[config.mk]
export PLATFORM = sky130hd
export DESIGN_NAME = m68k_bus_master
export DESIGN_NICKNAME = d
export VERILOG_FILES = /design/src/rtl/m68k_bus_master.sv
export SDC_FILE = /design/constraint.sdc
export NUM_CORES = 1
export LEC_CHECK = 0
export CAP_MARGIN = 40
export CORE_MARGIN = 2
export CORE_UTILIZATION = 37
export CTS_CLUSTER_DIAMETER = 200
export DETAILED_ROUTE_END_ITERATION = 16
export PLACE_DENSITY = 0.68
export SETUP_SLACK_MARGIN = 0.4
export SLEW_MARGIN = 20
export SYNTH_ARGS = -nofsm -noshare
export SYNTH_HDL_FRONTEND = slang
export SYNTH_SLANG_ARGS = --single-unit
[constraint.sdc]
create_clock -name CLK -period 2.89 [get_ports CLK]
set_clock_uncertainty 0.05 [all_clocks]
set_input_delay 0.578 -clock CLK [delete_from_list [all_inputs] [get_ports CLK]]
set_output_delay 0.578 -clock CLK [all_outputs]
set_load 0.02 [all_outputs]
[src/rtl/m68k_bus_master.sv]
// ============================================================================
// m68k_bus_master : 68000-style asynchronous bus initiator (AS/UDS/LDS/DTACK/BERR)
// Optional: define BUSMASTER_TIMEOUT_EN to abort S_WAIT after TIMEOUT_CYCLES.
// Revision: 1.0
// ============================================================================
`default_nettype none

module m68k_bus_master #(
   parameter int RECOVERY_CYCLES = 1,
   parameter int TIMEOUT_CYCLES  = 64
) (
   input  logic        CLK,
   input  logic        RST,
   input  logic        REQ_VALID,
   output logic        REQ_READY,
   input  logic        REQ_RW,
   input  logic        REQ_WORD,
   input  logic [23:0] REQ_ADDR,
   input  logic [15:0] REQ_WDATA,
   output logic        RSP_VALID,
   output logic        RSP_ERR,
   output logic [15:0] RSP_RDATA,
   output logic [22:0] ADDR,
   output logic        AS,
   output logic        UDS,
   output logic        LDS,
   output logic        RW,
   output logic [15:0] DATA_OUT,
   output logic        DATA_OE,
   input  logic [15:0] DATA_IN,
   input  logic        DTACK,
   input  logic        BERR
);

   typedef enum logic [3:0] {
      S_IDLE    = 4'd0,
      S_ADDR    = 4'd1,
      S_ASSERT  = 4'd2,
      S_WDS     = 4'd3,
      S_WAIT    = 4'd4,
      S_LATCH   = 4'd5,
      S_END     = 4'd6,
      S_RECOVER = 4'd7,
      S_ALIGN   = 4'd8
   } state_t;

   localparam int REC_W = (RECOVERY_CYCLES > 1) ? $clog2(RECOVERY_CYCLES) : 1;
   localparam logic [REC_W-1:0] REC_MAX = REC_W'(RECOVERY_CYCLES - 1);

   state_t           state_q;
   logic             dtack_d1_q, dtack_d2_q, berr_d1_q, berr_d2_q;
   logic             req_rw_q, req_word_q;
   logic [23:0]      req_addr_q;
   logic [15:0]      req_wdata_q;
   logic             err_q;
   logic [15:0]      rdata_q;
   logic [REC_W-1:0] rec_cnt_q;

   logic [22:0]      addr_q;
   logic             as_q, uds_q, lds_q, rw_q, data_oe_q;
   logic [15:0]      data_out_q;
   logic             rsp_valid_q, rsp_err_q;
   logic [15:0]      rsp_rdata_q;

`ifdef BUSMASTER_TIMEOUT_EN
   localparam int TO_W = (TIMEOUT_CYCLES > 2) ? $clog2(TIMEOUT_CYCLES) : 1;
   localparam logic [TO_W-1:0] TO_MAX = TO_W'(TIMEOUT_CYCLES - 1);
   logic [TO_W-1:0] to_cnt_q;
`else
   logic w_unused_timeout;
   assign w_unused_timeout = (TIMEOUT_CYCLES != 0);
`endif

   // Even byte lives on D15..D8 (UDS), odd byte on D7..D0 (LDS).
   logic w_uds_n, w_lds_n;
   assign w_uds_n = !(req_word_q || !req_addr_q[0]);
   assign w_lds_n = !(req_word_q ||  req_addr_q[0]);

   always_ff @(posedge CLK) begin
      if (RST) begin
         state_q     <= S_IDLE;
         dtack_d1_q  <= 1'b1;
         dtack_d2_q  <= 1'b1;
         berr_d1_q   <= 1'b1;
         berr_d2_q   <= 1'b1;
         req_rw_q    <= 1'b1;
         req_word_q  <= 1'b0;
         req_addr_q  <= '0;
         req_wdata_q <= '0;
         err_q       <= 1'b0;
         rdata_q     <= '0;
         rec_cnt_q   <= '0;
         addr_q      <= '0;
         as_q        <= 1'b1;
         uds_q       <= 1'b1;
         lds_q       <= 1'b1;
         rw_q        <= 1'b1;
         data_oe_q   <= 1'b0;
         data_out_q  <= '0;
         rsp_valid_q <= 1'b0;
         rsp_err_q   <= 1'b0;
         rsp_rdata_q <= '0;
`ifdef BUSMASTER_TIMEOUT_EN
         to_cnt_q    <= '0;
`endif
      end else begin
         dtack_d1_q  <= DTACK;
         dtack_d2_q  <= dtack_d1_q;
         berr_d1_q   <= BERR;
         berr_d2_q   <= berr_d1_q;
         rsp_valid_q <= 1'b0;

         case (state_q)
            S_IDLE: begin
               if (REQ_VALID) begin
                  req_rw_q    <= REQ_RW;
                  req_word_q  <= REQ_WORD;
                  req_addr_q  <= REQ_ADDR;
                  req_wdata_q <= REQ_WDATA;
                  err_q       <= 1'b0;
                  state_q     <= (REQ_WORD && REQ_ADDR[0]) ? S_ALIGN : S_ADDR;
               end
            end
            S_ALIGN: begin
               rsp_valid_q <= 1'b1;
               rsp_err_q   <= 1'b1;
               rsp_rdata_q <= '0;
               state_q     <= S_IDLE;
            end
            S_ADDR: begin
               addr_q <= req_addr_q[23:1];
               rw_q   <= req_rw_q;
               if (!req_rw_q) begin
                  data_oe_q  <= 1'b1;
                  data_out_q <= req_word_q ? req_wdata_q
                                           : {req_wdata_q[7:0], req_wdata_q[7:0]};
               end
               state_q <= S_ASSERT;
            end
            S_ASSERT: begin
               as_q <= 1'b0;
`ifdef BUSMASTER_TIMEOUT_EN
               to_cnt_q <= '0;
`endif
               if (req_rw_q) begin
                  uds_q   <= w_uds_n;
                  lds_q   <= w_lds_n;
                  state_q <= S_WAIT;
               end else begin
                  state_q <= S_WDS;
               end
            end
            S_WDS: begin
               uds_q   <= w_uds_n;
               lds_q   <= w_lds_n;
`ifdef BUSMASTER_TIMEOUT_EN
               to_cnt_q <= '0;
`endif
               state_q <= S_WAIT;
            end
            S_WAIT: begin
               // Bus error takes priority over a simultaneous DTACK.
               if (!berr_d2_q) begin
                  err_q   <= 1'b1;
                  state_q <= S_END;
               end else if (!dtack_d2_q) begin
                  state_q <= S_LATCH;
               end
`ifdef BUSMASTER_TIMEOUT_EN
               else if (to_cnt_q == TO_MAX) begin
                  err_q   <= 1'b1;
                  state_q <= S_END;
               end else begin
                  to_cnt_q <= to_cnt_q + 1'b1;
               end
`endif
            end
            S_LATCH: begin
               rdata_q <= req_word_q     ? DATA_IN :
                          req_addr_q[0]  ? {8'h00, DATA_IN[7:0]}
                                         : {8'h00, DATA_IN[15:8]};
               state_q <= S_END;
            end
            S_END: begin
               // Address, RW and write data stay on the bus for this hold cycle.
               as_q        <= 1'b1;
               uds_q       <= 1'b1;
               lds_q       <= 1'b1;
               rsp_valid_q <= 1'b1;
               rsp_err_q   <= err_q;
               rsp_rdata_q <= err_q ? 16'h0000 : rdata_q;
               rec_cnt_q   <= '0;
               state_q     <= S_RECOVER;
            end
            S_RECOVER: begin
               rw_q      <= 1'b1;
               data_oe_q <= 1'b0;
               if (rec_cnt_q != REC_MAX) begin
                  rec_cnt_q <= rec_cnt_q + 1'b1;
               end else if (dtack_d2_q && berr_d2_q) begin
                  state_q <= S_IDLE;
               end
            end
            default: state_q <= S_IDLE;
         endcase
      end
   end

   assign REQ_READY = (state_q == S_IDLE);
   assign RSP_VALID = rsp_valid_q;
   assign RSP_ERR   = rsp_err_q;
   assign RSP_RDATA = rsp_rdata_q;
   assign ADDR      = addr_q;
   assign AS        = as_q;
   assign UDS       = uds_q;
   assign LDS       = lds_q;
   assign RW        = rw_q;
   assign DATA_OUT  = data_out_q;
   assign DATA_OE   = data_oe_q;

endmodule

`default_nettype wire

## Yosys cells after proc, flatten, opt, wreduce, memory -nomap -nowiden

Index checks and enable logic that the tools add are counted.

- ROM bits: 0
- Bits in writable memories: 0
- Flip-flop bits (word level): 130
- Bits of input ports: 63
- Bits in latches: 0
- Memories kept: 0
- Logic and storage cells: 88

- Magnitude comparators: 0
- Multipliers: 0
- Divide/modulo/power cells: 0
- Equal/unequal tests: 15
- Add/sub/neg operators: 1
- Bitwise logic cells: 1
- Muxes and demuxes: 28
- Reduce and logical (&&, ||, !) cells: 21
- Shift operators: 0

Operators by type and width:

| operator | number |
|---|---|
| two-way mux 16 bit | 3 |
| case mux 16 bit (2 select lines) | 1 |
| case mux 4 bit (8 select lines) | 1 |
| two-way mux 4 bit | 6 |
| equality test 4 x 3 -> 1 bit, second input constant | 4 |
| != test 2 bit, second input constant | 6 |
| case mux 1 bit (2 select lines) | 6 |
| nonzero test 2 bit | 5 |
| equality test 4 x 2 -> 1 bit, second input constant | 2 |
| two-way mux 8 bit | 1 |
| AND reduction 2 bit | 4 |
| two-way mux 1 bit | 7 |
| case mux 1 bit (3 select lines) | 2 |
| equality test 4 x 1 -> 1 bit, second input constant | 1 |
| equality test 4 bit, second input constant | 1 |
| zero test 4 bit | 1 |
| AND reduction 4 bit | 1 |
| zero test 1 bit | 3 |
| two-way mux 3 bit | 1 |
| != test 3 bit, second input constant | 1 |
| AND reduction 3 bit | 1 |
| nonzero test 3 bit | 1 |
| logical AND 1 bit | 2 |
| logical OR 1 bit | 2 |
| 3 further kinds | 3 |

## Logic depth before layout (Yosys ltp)

Gate-level depths: netlist of the first run.

- Word-level depth: 5
- Mapped depth: 7
- Depth with buffers taken out: 4

## Worst setup path after synthesis of the first run

Ideal clock, no wire load.

- Path kind: reg-to-output
- Start point: register state_q[0]
- End point: output REQ_READY
- Slack: 0.987 ns
- Data arrival time: 1.275 ns
- Buffers on the path: 3
- Stages on the path, launching flop included: 6
- Cells stage by stage: dfxtp_1 buf_6 or4_1 buf_6 inv_12 buf_12

- Cells in the longest elaborated chain, start to end: 1

RTL lines:

| item | line | RTL |
|---|---|---|
| start, declared | 50 | `state_t state_q;` |
| start signal, assigned | 121 | `state_q <= (REQ_WORD && REQ_ADDR[0]) ? S_ALIGN : S_ADDR;` |
| zero test 4 bit | 209 | `assign REQ_READY = (state_q == S_IDLE);` |
| end, declared | 15 | `output logic REQ_READY,` |

No other way between the ends.

## Final worst setup path of the first run

- Start point: register state_q[2]
- End point: output REQ_READY

The elaborated chain is that of the path after synthesis.

==> impl_results.md, run 1 <==
* Layout net count at 734
* Outcome: finished, final reports clean
* Worst slack, placed at around 0.50 ns
* WS Path Type: reg2out
* Clock Sink Count at 129
* Power per standard cell area at between 700 and 800 mW/mm²
* Placed Area at about 0.0063 mm²
* Synth Area in XOR/XNOR at 0.174%
* Area growth, synth to finish at 36.7%
* Worst Setup Slack, final at 0.551 ns
* NetSw at 1.27 mW
* Flop pwr share at 40.2%
* Routability cong. at around 0.79
* Comb power frac at 15.0%
* Share of the synthesized area in the top cell type at 51.3%
* Synth warn at 0
* Fin crit period at 2.34 ns
* Row count at between 40 and 50
* Setup_tns at 0 ns
* Post-Route Utilization at 51.8%
* Clk slew on worst S/H paths at roughly 0.06 ns
* # hold bufs at CTS at 0
* Hold path start: berr_d1_q
* Post-Route WL at between 10 and 15 mm
* Die height at 121 µm
* RSZ-0062 raised after global routing: no
* Largest area contributor in the netlist: dfxtp_1
* Pin count of the biggest net entering global routing at 45
* Setup crit start kind: flop
* Mux contribution to synthesized area at 1.59%
* Post-synth ARST share at 0%
* Drt first pass iters at 4
* Int Pwr at 3.58 mW
* Total GRT Usage at 19.8%
* Number of global-route vias before repair at 4595
* Max Root-Sink Buffers at 2
* Worst slew margin at between 50 and 60%
* Worst Hold Class: reg2reg
* Launch point of the critical path: state_q[2]
* H-tree levels at 4
* Fill cells at 1237
* Final instance area at 0.00689 mm²
* Post-synthesis simple-gate area fraction at 16.0%
* # setup viols final at 0
* Leak pwr at 2.32 nW
* Slew @ Worst Pin at slightly below 0.7 ns
* Layout cells sized above 1 at 8.63%
* First-pass GRT wire length at 22.6 mm
* Final hold vios at 0
* PortBufs at 125
* Clk Latency, worst-skew pair at a little over 0.4 ns
* Synth Area in Compound Gates at 23.3%
* Register bit total from synthesis at 129
* Initial Util at 37.9%
* Maxcap violations at 0
* Syn Nets at approximately 630
* Die width at 121 µm
* Antenna Nets Post-Route at 0
* Congestion Overflow GR at 0
* Largest family of logic cells by synthesized area: compound AO/OA/AOI/OAI gates
* Slowest CP cell: or4_4
* Arr. time, crit path at 1.71 ns
* Critical path, cell by cell: or4_4, inv_12, dlygate4sd2_1
* Worst path required time at between 2 and 2.5 ns
* Total number of vias at 4599
* Adder-Cell Fraction of Synth Area at 0%
* Mapped Area at ~0.0050 mm²
* Cts bufs inserted at 17
* I/O Pins at 126
* DRC viols at 0
* Clock power frac at 44.8%
* Netlist cell types at 48
* Area contributors post-synth: dfxtp_1, a21oi_1, o21ai_0, nand3_1, nand2_1
* Max Slew Vio Count at 0
* Crit end category: output port
* First DRT Iteration DRCs at between 400 and 500
* Root Buffer: clkbuf_16
* Core area at around 0.013 mm²
* Seq/Total Area, Yosys at 51.3%
* R2R Path Start: state_q[2]
* Max stage delay on crit path at 0.60 ns
* Avg WL per Cell at 16.4 µm
* Antenna violations before repair at 2
* Drt via density at about 5.3
* Syn Inst Count at 571
* Worst Path Max Fanout at 2
* Number of synthesized flops with an enable pin at 0
* CTS tree: built
* Avg Cell Area, Syn at 8.82 µm²
* Die ar. at roughly 0.015 mm²
* Crit share post-route at between 80% and 90%
* Dpl hpwl at 9.15 mm
* Ys flop type: dfxtp_1
* F_max at 428 MHz
* Switching Share at a little over a quarter
* Top Family by Delay on Critical Path: simple AND/OR/NAND/NOR gates
* Critical path buffer and inverter count at 2
* Max IR drop VDD at 377 µV
## placed cells by master, fill, tap and decap left out, types with 4 or more instances in the layout
cell and count:
buf_4 16, a211oi_1 8, nor2_1 14, nand2_1 65, a21oi_1 92, clkdlybuf4s50_1 122, o21ai_0 64, or2_2 4
mux2i_1 8, clkinv_2 4, dfxtp_1 129, inv_1 6, clkbuf_16 17, a311oi_1 8, a32o_1 16, nand3_1 61
## through the flow
stage / hold slack, ns / power (mW) / instances
after floorplan: 0.339 / 2.52 / 571
after global placement: 0.350 / 2.70 / 828
after detailed placement: 0.355 / 2.72 / 828
after CTS: 0.368 / 4.89 / 860
after global routing: 0.381 / 5.05 / 861
final: 0.364 / 4.85 / 862
## power groups by stage
stage	clock network, mW	registers (mW)	logic, mW
after detailed placement	0	1.99	0.729
after floorplan	0	1.99	0.527
after global placement	0	1.98	0.715
after global routing	2.28	1.96	0.802
after CTS	2.21	1.95	0.731
final	2.17	1.95	0.726
## sequential cells by signal, summed over array words and instances (netlist names), 4 cells and up
register	flops
req_addr_q	24
req_wdata_q	16
ADDR	23
state_q	4
DATA_OUT	16
RSP_RDATA	16
rdata_q	16
## cell usage after synthesis, drive strengths merged (4+ instances only)
cell type / n
dfxtp: 129
a21oi: 92
nor2: 15
clkbuf: 38
a32o: 16
o21ai: 65
a211oi: 8
nand3: 61
mux2i: 8
buf: 21
a311oi: 8
nand2: 65
inv: 7
or2: 4
## final timing paths
kind / endpoint / slack, ns / cells after the start
setup / recovery: REQ_READY / 0.55 / 3
hold / removal: berr_d2_q / 0.36 / 1
setup reg to reg: DATA_OUT[11] / 1.03 / 4
hold reg to reg: berr_d2_q / 0.36 / 1
## layout make-up
class | count | area [µm²] | area share (%)
sequential | 129 | 2580 | 37.5
multi-input combinational | 376 | 2080 | 30.2
tap | 176 | 220 | 3.20
clock buffer | 22 | 474 | 6.88
inverter | 7 | 38.8 | 0.563
timing repair buffer | 140 | 1360 | 19.7
clock inverter | 10 | 133 | 1.93
antenna | 2 | 5.00 | 0.0726
## routing by layer
layer  up-vias  GRT usage [%]  share of wire, %
li1       2243              -                 -
met1      2203           24.7                43
met2       141           33.2                50
met3        12           4.58               5.8
met4         0           7.12               1.3
met5         -              0                 0
## worst register-to-register path, cell delays in order, from the launching register on
cell,delay (ns)
dfxtp_1,0.31
buf_4,0.20
or4b_1,0.57
nor2_2,0.43
a211oi_1,0.16
## repair_timing
| item | in CTS | in global routing |
|---|---|---|
| gates resized for setup | 2 | 0 |
| setup endpoints to repair | 1 | 0 |
| setup buffers | 0 | 0 |
## logic make-up after synthesis
group / after synthesis
xor gates and xnor gates: 1
AOI/OAI and AO/OA: 202
muxes: 8
DFF: 129
buffers and inverters: 66
and+or+nand+nor: 165
Note: power is estimated with default switching activity, not from simulation.
==> run 2, diff against run 1 <==
==> constraint.sdc (replaced) <==
create_clock -name CLK -period 2.45 [get_ports CLK]
set_clock_uncertainty 0.05 [all_clocks]
set_input_delay 0.49 -clock CLK [delete_from_list [all_inputs] [get_ports CLK]]
set_output_delay 0.49 -clock CLK [all_outputs]
set_load 0.02 [all_outputs]
==> run 2 against run 1 <==
Compared with the run above: setup slack worse by 0.14 ns; routed wire length is 0.20% lower; count of clock-buffer cells in the layout grew 1; flip-flop and latch count is the same; sequential power rose by 17%.
==> impl_results.md, run 2 (synthesis results as in run 1) <==
* Drt first pass iters at 5 (+1)
* Root Buffer: clkbuf_16
* Arr. time, crit path at 1.49 ns (-0.22 ns)
* Initial Util at 37.9% (unchanged)
* R2r worst-path depth at 5 (+1)
* WS Path Type: reg2out
* Crit end category: output port
* Post-Route WL at 14.1 mm (-0.20%)
* Most flop-heavy register: req_addr_q
* Area growth, synth to finish at 37.8%
* Maxcap violations at 0 (unchanged)
* Clk Latency, worst-skew pair at 0.41 ns (about the same)
* Power per standard cell area at 846 mW/mm² (+20%)
* Max stage delay on crit path at 0.59 ns (about the same)
* Cts bufs inserted at 17 (unchanged)
* Worst Hold Class: in2reg
* Fin crit period at 2.03 ns
* Crit share post-route at around 83%
* Setup crit start kind: flop
* Die width at 121 µm (unchanged)
* Final non-filler cell total at 862 (unchanged)
* Layout net count at 736 (+0.27%)
* Total number of vias at 4616 (+0.37%)
* PortBufs at 125 (unchanged)
* Avg WL per Cell at 16.4 µm (-0.20%)
* Dpl hpwl at 9.25 mm (+1.1%)
* DRC viols at 0 (unchanged)
* Most common cell after layout, fill and taps aside: dfxtp_1
* Critical path, cell by cell: or4_4, inv_12, buf_8
* Antenna Nets Post-Route at 0 (unchanged)
* Drt via density at 5.35 (+0.37%)
* Slew @ Worst Pin at 0.657 ns (-0.0236 ns)
* RSZ-0062 raised after global routing: yes
* Max Slew Vio Count at 0 (unchanged)
* Setup_tns at 0 ns (unchanged)
* F_max at 492 MHz
* First DRT Iteration DRCs at 444 (+2.5%)
* # setup viols final at 0 (unchanged)
* Row count at 42 (unchanged)
* Congestion Overflow GR at 0 (unchanged)
* Worst slack, placed at 0.151 ns (-0.346 ns)
* Die height at 121 µm (unchanged)
* Die ar. at 0.0146 mm² (unchanged)
* Antenna violations before repair at 0 (-2)
* Worst slew margin at 56.2% (+1.6 points)
* Total GRT Usage at 19.6% (-0.19 points)
* Most frequent cells in the layout: dfxtp_1, clkdlybuf4s50_1, a21oi_1, nand2_1, o21ai_0
* ANT cells at 0 (-2)
* Max IR drop VDD at 468 µV (+24%)
* Worst path required time at 1.91 ns (-0.35 ns)
* Worst Path Max Fanout at 2 (unchanged)
* Pin count of the biggest net entering global routing at 56 (+24%)
* Core area at 0.0133 mm² (unchanged)
* Number of global-route vias before repair at 4373 (-4.8%)
* Number of flip-flops in the largest register at 24 (unchanged)
* CTS tree: built
* Post-Route Utilization at 52.2% (+0.42 points)
* Max Root-Sink Buffers at 2 (unchanged)
* Clk slew on worst S/H paths at 0.05 ns (about the same)
* First-pass GRT wire length at 22.3 mm (-1.6%)
* Worst Setup Slack, final at 0.416 ns (-0.135 ns)
* Leak pwr at 2.35 nW (+1.1%)
* Clock Sink Count at 129 (unchanged)
* Final hold vios at 0 (unchanged)
* Hold Path Cell Cnt at 2 (+1)
* Layout cells sized above 1 at 9.18% (+0.56 points)
* I/O Pins at 126 (unchanged)
* Slowest CP cell: or4_4
* H-tree levels at 4 (unchanged)
* Placed cell count at 830 (+0.24%)
* Routability cong. at 0.811 (+2.7%)
* Outcome: finished, final reports clean
==> run 2: cell types whose count changed in the layout (fill, tap and decap cells not counted), sizes merged <==
cell         delta
buf             +3
dlygate4sd2     -1
clkinv          -2
bufinv          +1
clkbuf          +1
diode           -2
==> run 2: area by class of cell <==
class | count | area, µm²
clock inverter | 9 | 153
tap | 176 | 220
multi-input combinational | 376 | 2090
inverter | 7 | 38.8
sequential | 129 | 2580
timing repair buffer | 142 | 1380
fill | 1234 | 6350
clock buffer | 23 | 488
==> run 2: power by group <==
group | total [mW] | internal (mW) | switching [mW]
Clock | 2.70 | 1.81 | 0.889
Sequential | 2.29 | 2.22 | 0.0757
Combinational | 0.884 | 0.345 | 0.539
Total | 5.87 | 4.37 | 1.50
==> run 2: worst max-delay path, delay by kind of cell, from the launching register on <==
kind,cells,cell delay [ns]
buf+inv,2,0.18
simple gates,1,0.59
flops,1,0.31
==> run 2: repair_timing <==
item / in CTS / in global routing
gates resized for setup: 9 / 1
setup buffers: 0 / 0
endpoints found under the setup margin: 1 / 5
hold buffers: 0 / 0
pin swaps: 1 / 1
==> run 2: through the flow <==
| step | total power [mW] | hold WS, ns | area [µm²] |
|---|---|---|---|
| 3_5_place_dp | 3.21 | 0.349 | 6290 |
| 4_1_cts | 5.91 | 0.340 | 6940 |
| 5_1_grt | 6.11 | 0.354 | 6950 |
| 3_3_place_gp | 3.19 | 0.348 | 6290 |
| 6_report | 5.87 | 0.359 | 6950 |
| 2_1_floorplan | 2.97 | 0.339 | 5040 |
==> run 2: final timing paths <==
path / from / to / slack, ns
setup / recovery: state_q[1] / REQ_READY / 0.42
setup reg to reg: state_q[2] / DATA_OUT[2] / 0.54
hold / removal: RST / DATA_OUT[3] / 0.36
hold reg to reg: berr_d1_q / berr_d2_q / 0.36
==> run 2: per-layer routing <==
metal | track usage [%] | up-vias | part of all wire (%)
met4 | 7.49 | 0 | 1.9
li1 | - | 2243 | -
met1 | 24.2 | 2176 | 43
met2 | 32.4 | 175 | 49
met3 | 5.42 | 22 | 6.2
met5 | 0 | - | 0
